`config.mk`:
```
export PLATFORM = sky130hd
export DESIGN_NAME = i2c_fifo_flat
export DESIGN_NICKNAME = d
export VERILOG_FILES = /design/src/rtl/i2c_fifo_pkg.sv /design/src/rtl/i2c_fifo_if.sv /design/src/rtl/i2c_fifo_edge.sv /design/src/rtl/i2c_fifo.sv /design/src/flat_wrapper.sv
export SDC_FILE = /design/constraint.sdc
export NUM_CORES = 1
export LEC_CHECK = 0
export ABC_CLOCK_PERIOD_IN_PS = 5800
export BUFFER_PORTS_ARGS = -buffer_cell sky130_fd_sc_hd__buf_2
export CELL_PAD_IN_SITES_DETAIL_PLACEMENT = 0
export CELL_PAD_IN_SITES_GLOBAL_PLACEMENT = 1
export CORE_ASPECT_RATIO = 1.25
export CORE_MARGIN = 2
export CORE_UTILIZATION = 55
export CTS_CLUSTER_DIAMETER = 120
export DETAILED_ROUTE_END_ITERATION = 12
export GPL_TIMING_DRIVEN = 0
export PLACE_DENSITY_LB_ADDON = 0.05
export SLEW_MARGIN = 20
export SYNTH_ARGS = -nofsm -noshare
export SYNTH_HDL_FRONTEND = slang
export SYNTH_SLANG_ARGS = --single-unit
```
`constraint.sdc`:
```
create_clock -name PCLK -period 5.8 [get_ports PCLK]
set_clock_uncertainty 0.05 [all_clocks]
set_input_delay 0.58 -clock PCLK [delete_from_list [all_inputs] [get_ports PCLK]]
set_output_delay 0.58 -clock PCLK [all_outputs]
set_load 0.005 [all_outputs]
```
`src/rtl/i2c_fifo_pkg.sv`:
```
// Shared widths, register offsets and helpers for the I2C TX/RX FIFOs.
// Optional sticky error flags are enabled with I2C_FIFO_ERR_EN.
package i2c_fifo_pkg;

  localparam int I2C_FIFO_DWIDTH = 32;
  localparam int I2C_FIFO_AWIDTH = 4;

  localparam logic [7:0] I2C_FIFO_TX_OFS = 8'h00;
  localparam logic [7:0] I2C_FIFO_RX_OFS = 8'h04;

  typedef enum logic [1:0] {
    FIFO_IDLE = 2'b00,
    FIFO_PUSH = 2'b01,
    FIFO_POP  = 2'b10,
    FIFO_BOTH = 2'b11
  } fifo_op_e;

  function automatic fifo_op_e fifo_op(
    input logic push,
    input logic pop
  );
    return fifo_op_e'({pop, push});
  endfunction

endpackage

```
`src/rtl/i2c_fifo_if.sv`:
```
// Push/pop bundle between an APB-side or core-side user and an i2c_fifo.
// OVERFLOW/UNDERFLOW/ERR_CLR are live only with I2C_FIFO_ERR_EN.
interface i2c_fifo_if
  import i2c_fifo_pkg::*;
#(
  parameter int DWIDTH = I2C_FIFO_DWIDTH,
  parameter int AWIDTH = I2C_FIFO_AWIDTH
) ();

  logic              WR_ENA;
  logic [DWIDTH-1:0] WDATA;
  logic              RD_ENA;
  logic [DWIDTH-1:0] RDATA;
  logic              FULL;
  logic              EMPTY;
  logic [AWIDTH:0]   COUNT;
  logic              OVERFLOW;
  logic              UNDERFLOW;
  logic              ERR_CLR;

  modport master (
    output WR_ENA,
    output WDATA,
    output RD_ENA,
    output ERR_CLR,
    input  RDATA,
    input  FULL,
    input  EMPTY,
    input  COUNT,
    input  OVERFLOW,
    input  UNDERFLOW
  );

  modport slave (
    input  WR_ENA,
    input  WDATA,
    input  RD_ENA,
    input  ERR_CLR,
    output RDATA,
    output FULL,
    output EMPTY,
    output COUNT,
    output OVERFLOW,
    output UNDERFLOW
  );

endinterface

```
`src/rtl/i2c_fifo_edge.sv`:
```
// Rising-edge qualifier for a level request held across APB wait states.
// Build option I2C_FIFO_ERR_EN does not affect this block.
module i2c_fifo_edge (
  input  logic clk,
  input  logic rst,
  input  logic d,
  output logic rise
);

  logic q;

  always_ff @(posedge clk) begin
    if (rst) begin
      q <= 1'b0;
    end else begin
      q <= d;
    end
  end

  assign rise = d & ~q;

endmodule

```
`src/rtl/i2c_fifo.sv`:
```
// First-word-fall-through 32-bit FIFO between APB slave and I2C core.
// Define I2C_FIFO_ERR_EN for sticky OVERFLOW/UNDERFLOW flags.
module i2c_fifo
  import i2c_fifo_pkg::*;
#(
  parameter int DWIDTH = I2C_FIFO_DWIDTH,
  parameter int AWIDTH = I2C_FIFO_AWIDTH
) (
  input logic        PCLK,
  input logic        PRESET,
  i2c_fifo_if.slave  bus
);

  localparam int DEPTH = 1 << AWIDTH;
  localparam logic [AWIDTH:0] FULL_CNT = (AWIDTH + 1)'(DEPTH);

  logic [DWIDTH-1:0] mem [DEPTH];
  logic [AWIDTH-1:0] wr_ptr;
  logic [AWIDTH-1:0] rd_ptr;
  logic [AWIDTH:0]   count;

  logic push_req;
  logic pop_req;
  logic push_ok;
  logic pop_ok;
  logic full;
  logic empty;

  i2c_fifo_edge u_wr_edge (
    .clk  (PCLK),
    .rst  (PRESET),
    .d    (bus.WR_ENA),
    .rise (push_req)
  );

  i2c_fifo_edge u_rd_edge (
    .clk  (PCLK),
    .rst  (PRESET),
    .d    (bus.RD_ENA),
    .rise (pop_req)
  );

  assign full  = (count == FULL_CNT);
  assign empty = (count == '0);

  // A pop frees the slot, so push into a full FIFO is legal alongside it.
  assign push_ok = push_req & (~full | pop_req);
  assign pop_ok  = pop_req & ~empty;

  always_ff @(posedge PCLK) begin
    if (PRESET) begin
      wr_ptr <= '0;
      rd_ptr <= '0;
      count  <= '0;
    end else begin
      if (push_ok) wr_ptr <= wr_ptr + 1'b1;
      if (pop_ok)  rd_ptr <= rd_ptr + 1'b1;
      unique case (fifo_op(push_ok, pop_ok))
        FIFO_PUSH: count <= count + 1'b1;
        FIFO_POP:  count <= count - 1'b1;
        default:   count <= count;
      endcase
    end
  end

  always_ff @(posedge PCLK) begin
    if (push_ok && !PRESET) begin
      mem[wr_ptr] <= bus.WDATA;
    end
  end

  assign bus.RDATA = empty ? '0 : mem[rd_ptr];
  assign bus.FULL  = full;
  assign bus.EMPTY = empty;
  assign bus.COUNT = count;

`ifdef I2C_FIFO_ERR_EN
  logic ovf_q;
  logic unf_q;

  // Set wins over a same-edge clear.
  always_ff @(posedge PCLK) begin
    if (PRESET) begin
      ovf_q <= 1'b0;
      unf_q <= 1'b0;
    end else begin
      ovf_q <= (push_req & ~push_ok)
             | (ovf_q & ~bus.ERR_CLR);
      unf_q <= (pop_req & ~pop_ok)
             | (unf_q & ~bus.ERR_CLR);
    end
  end

  assign bus.OVERFLOW  = ovf_q;
  assign bus.UNDERFLOW = unf_q;
`else
  logic unused_err_clr;
  assign unused_err_clr = bus.ERR_CLR;

  assign bus.OVERFLOW  = 1'b0;
  assign bus.UNDERFLOW = 1'b0;
`endif

endmodule
```
`src/flat_wrapper.sv`:
```
// flat-port wrapper written by rule: the top's interface ports become plain ports
module i2c_fifo_flat import i2c_fifo_pkg::*;
#(
  parameter int DWIDTH = I2C_FIFO_DWIDTH,
  parameter int AWIDTH = I2C_FIFO_AWIDTH
)
  (PCLK, PRESET, bus_WR_ENA, bus_WDATA, bus_RD_ENA, bus_ERR_CLR, bus_RDATA, bus_FULL, bus_EMPTY, bus_COUNT, bus_OVERFLOW, bus_UNDERFLOW);
  i2c_fifo_if #(.DWIDTH(DWIDTH), .AWIDTH(AWIDTH)) bus_i ();
  input logic PCLK;
  input logic PRESET;
  input wire logic [$bits(bus_i.WR_ENA)-1:0] bus_WR_ENA;
  input wire logic [$bits(bus_i.WDATA)-1:0] bus_WDATA;
  input wire logic [$bits(bus_i.RD_ENA)-1:0] bus_RD_ENA;
  input wire logic [$bits(bus_i.ERR_CLR)-1:0] bus_ERR_CLR;
  output wire logic [$bits(bus_i.RDATA)-1:0] bus_RDATA;
  output wire logic [$bits(bus_i.FULL)-1:0] bus_FULL;
  output wire logic [$bits(bus_i.EMPTY)-1:0] bus_EMPTY;
  output wire logic [$bits(bus_i.COUNT)-1:0] bus_COUNT;
  output wire logic [$bits(bus_i.OVERFLOW)-1:0] bus_OVERFLOW;
  output wire logic [$bits(bus_i.UNDERFLOW)-1:0] bus_UNDERFLOW;
  assign bus_i.WR_ENA = bus_WR_ENA;
  assign bus_i.WDATA = bus_WDATA;
  assign bus_i.RD_ENA = bus_RD_ENA;
  assign bus_i.ERR_CLR = bus_ERR_CLR;
  assign bus_RDATA = bus_i.RDATA;
  assign bus_FULL = bus_i.FULL;
  assign bus_EMPTY = bus_i.EMPTY;
  assign bus_COUNT = bus_i.COUNT;
  assign bus_OVERFLOW = bus_i.OVERFLOW;
  assign bus_UNDERFLOW = bus_i.UNDERFLOW;
  i2c_fifo #(.DWIDTH(DWIDTH), .AWIDTH(AWIDTH)) u_core (.PCLK(PCLK), .PRESET(PRESET), .bus(bus_i));
endmodule
```
==> results.py <==
metrics = {
    "sta": {
        "rsz0062_at_grt": "false",
        "max_freq_ghz": 0.292,
        "max_slew_margin": 0.276,
        "min_period_ns": 3.42,
        "tightest_slew_ns": 1.09,
        "hold_viol_final": 0,
        "fin_ws_ns": 2.38,
        "whs_ns": 0.211,
        "period_share": 0.590,
        "drv_slew": 0,
        "finalSetupViolCount": 0,
    },
    "worst_hold_path": {
        "whs_endpoint": "u_core.u_rd_edge.q",
        "hp-class": "primary input to flop",
        "holdCritStartpoint": "bus_RD_ENA",
        "whs_path_depth": 2,
    },
    "die": {
        "row_count": 79,
        "fp.dieH_um": 220,
        "core_area_um2": 37000,
        "io_pins": 78,
        "initial_utilization": 0.554,
        "die_width_um": 177,
        "dieArea_um2": 38800,
    },
    "layout": {
        "area_delta_synth_final_pct": 16.3,
        "finalNetCount": 1127,
        "regArea_um2": 15800,
        "fin_area_um2": 23800,
        "num-fill-cells": 2509,
        "drive_above_1_share": 0.325,
        "multi_input_area_um2": 4530,
    },
    "power_and_ir_drop": {
        "seqPwrFrac": 0.453,
        "internal_power_mw": 7.08,
        "power_density_nw_per_um2": 399,
        "p_leak_nw": 7.46,
        "switching_share": 0.256,
        "p_clk_frac": 0.334,
        "p_total_mw": 9.51,
        "p_comb_frac": 0.213,
        "power.switching_mw": 2.43,
        "ir_worst_vdd_mv": 0.282,
    },
    "placement": {
        "port_buffers": 74,
        "placed_area_um2": 22300,
        "hpwl_mm": 27.9,
        "dpl_worst_slack_ns": 2.37,
        "gp_congestion": 0.718,
    },
    "clock_network": {
        "clkTransAtPathRegs_ns": 0.06,
        "cts_tree": "yes",
        "hold_buffers": 0,
        "root_buffer": "clkbuf_16",
        "cts.path.max_buffers": 3,
        "post_cts_buffers": 0,
        "cts_made_buffers": 50,
        "cts_resized": 0,
        "htreeDepth": 2,
        "clk_latency_ns": 0.56,
        "cts_sinks": 531,
    },
    "worst_setup_path": {
        "r2r_start": "u_core.bus.COUNT[1]",
        "end_kind": "primary output",
        "r2r_setup_slack_ns": 2.64,
        "worstPathMaxFanout": 10,
        "reg2reg_depth": 7,
        "worstPathRequired_ns": 5.17,
        "arrival_ns": 2.79,
        "critical_path.startpoint_type": "flop",
        "worst-setup-path-type": "flop to primary output",
        "rr_endpoint": "u_core.mem[0][15]",
    },
    "drt": {
        "finalWirelength_mm": 44.5,
        "via_count": 9737,
        "drc": 0,
        "via_per_inst": 6.06,
        "post_drt_wl_per_cell_um": 27.7,
        "antenna_left": 0,
        "first_iter_violations": 1073,
        "firstDrtPassIters": 5,
    },
    "synthesis": {
        "synth.avg_cell_area_um2": 22.3,
        "synth_seq_cells": 531,
        "synth-main-ff-cell": "edfxtp_1",
        "syn_area_um2": 20500,
        "synthArstFlopShare": 0,
        "ys_seq_area_frac": 0.769,
        "synth_top_family_by_area": "multiplexers",
        "synthSimpleGateAreaFrac": 0.0190,
        "synth_compound_area_frac": 0.0146,
        "synth_top_area_frac": 0.750,
        "synthXorXnorAreaFrac": 0.00427,
        "synth-edff-count": 512,
        "synth-adder-area-share": 0.00427,
        "post-synth-top-area-cell": "edfxtp_1",
        "synth.distinct_cells": 42,
        "yosysMostFrequentCell": "edfxtp_1",
        "ys.warnings.count": 0,
        "synth_area_leaders": "edfxtp_1 (75%), mux4_2 (14%), mux2i_1 (3.2%)",
        "synth_mux_area_frac": 0.173,
        "yosys-top-cells-count": "edfxtp_1 (512), mux4_2 (128), mux2i_1 (66), o22ai_1 (32), nor2_1 (29)",
        "synthCells": 918,
    },
    "flow_run": {
        "cap_violations": 0,
    },
    "grt": {
        "antenna_found_initial": 3,
        "grt_overflow": 0,
        "first_global_vias": 9876,
        "grt_pass1_wl_mm": 65.1,
        "grt_usage": 0.236,
        "grt_max_degree": 18,
    },
    "status": {
        "status": "complete, no violations",
    },
}
## sequential cells by signal, indices dropped and copies added, names as in the netlist, named ones only
name,count
u_core.mem,512
u_core.wr_ptr,4
u_core.u_wr_edge.q,1
u_core.rd_ptr,4
u_core.bus.COUNT,5
u_core.u_rd_edge.q,1
## power groups by stage
stage / Combinational [mW] / Clock, mW / Sequential [mW]
4_1_cts: 2.07 / 3.22 / 4.31
3_5_place_dp: 2.06 / 0 / 4.39
3_3_place_gp: 2.03 / 0 / 4.40
5_1_grt: 2.18 / 3.38 / 4.32
6_report: 2.02 / 3.17 / 4.31
2_1_floorplan: 1.37 / 0 / 4.39
## critical path, cell delays in order, from the launching register on
cell	delay, ns
dfxtp_1	0.35
buf_2	0.26
buf_1	0.69
mux4_2	0.41
mux2i_1	0.25
o22ai_1	0.13
buf_2	0.14
## routing by layer
layer / GRT usage / wire length (um)
met5: 0 / 26
met4: 0.0590 / 910
met3: 0.0381 / 2290
met2: 0.383 / 22000
met1: 0.342 / 19200
## layout by cell type, fill, tap and decap left out, drive strengths merged, types with 3 or more instances in the layout
cell,n
a21oi,5
buf,154
bufinv,4
clkbuf,75
clkinv,17
dfxtp,19
edfxtp,512
ha,7
inv,7
mux2i,66
mux4,128
nand2,5
nand2b,4
nand3,4
nand3b,5
nand4,3
nor2,29
nor2b,5
nor3,6
o22ai,32
xnor2,4
xor2,6
## worst max-delay path by stage
stage | from | to | slack (ns) | cells past startpoint
floorplan | bus_RD_ENA | u_core.mem[0][0] | 1.75 | 4
global placement | bus_RD_ENA | u_core.mem[0][15] | -1.32 | 5
detailed placement | bus_RD_ENA | u_core.mem[0][16] | 2.37 | 7
CTS | flop | bus_RDATA[1] | 2.30 | 6
global route | flop | bus_RDATA[11] | 2.21 | 6
finish | flop | bus_RDATA[11] | 2.38 | 6
## cell families after synthesis
group	count (synthesis)
flip-flops	531
multiplexers	194
AND/OR/NAND/NOR	72
buffers and inverters	57
AO/OA/AOI/OAI	46
XOR/XNOR	10
adder cells (fa/ha/maj)	7
other	1
## area by class of cell
cell class / count / share of cell area
Tap cell: 486 / 0.0255
Inverter: 5 / 0.000787
Clock buffer: 65 / 0.0570
Buffer: 52 / 0.0131
Antenna cell: 1 / 0.000105
Clock inverter: 24 / 0.00919
Multi-Input combinational cell: 331 / 0.190
Sequential cell: 531 / 0.661
Timing Repair Buffer: 112 / 0.0434
## stage by stage
step | utilization | instances | setup TNS [ns]
after CTS | 0.645 | 1606 | 0
after global placement | 0.581 | 1479 | -165.19
after global routing | 0.645 | 1606 | 0
final | 0.645 | 1607 | 0
after detailed placement | 0.602 | 1517 | 0
after floorplan | - | 919 | 0
Note: power is estimated with default switching activity, not from simulation.
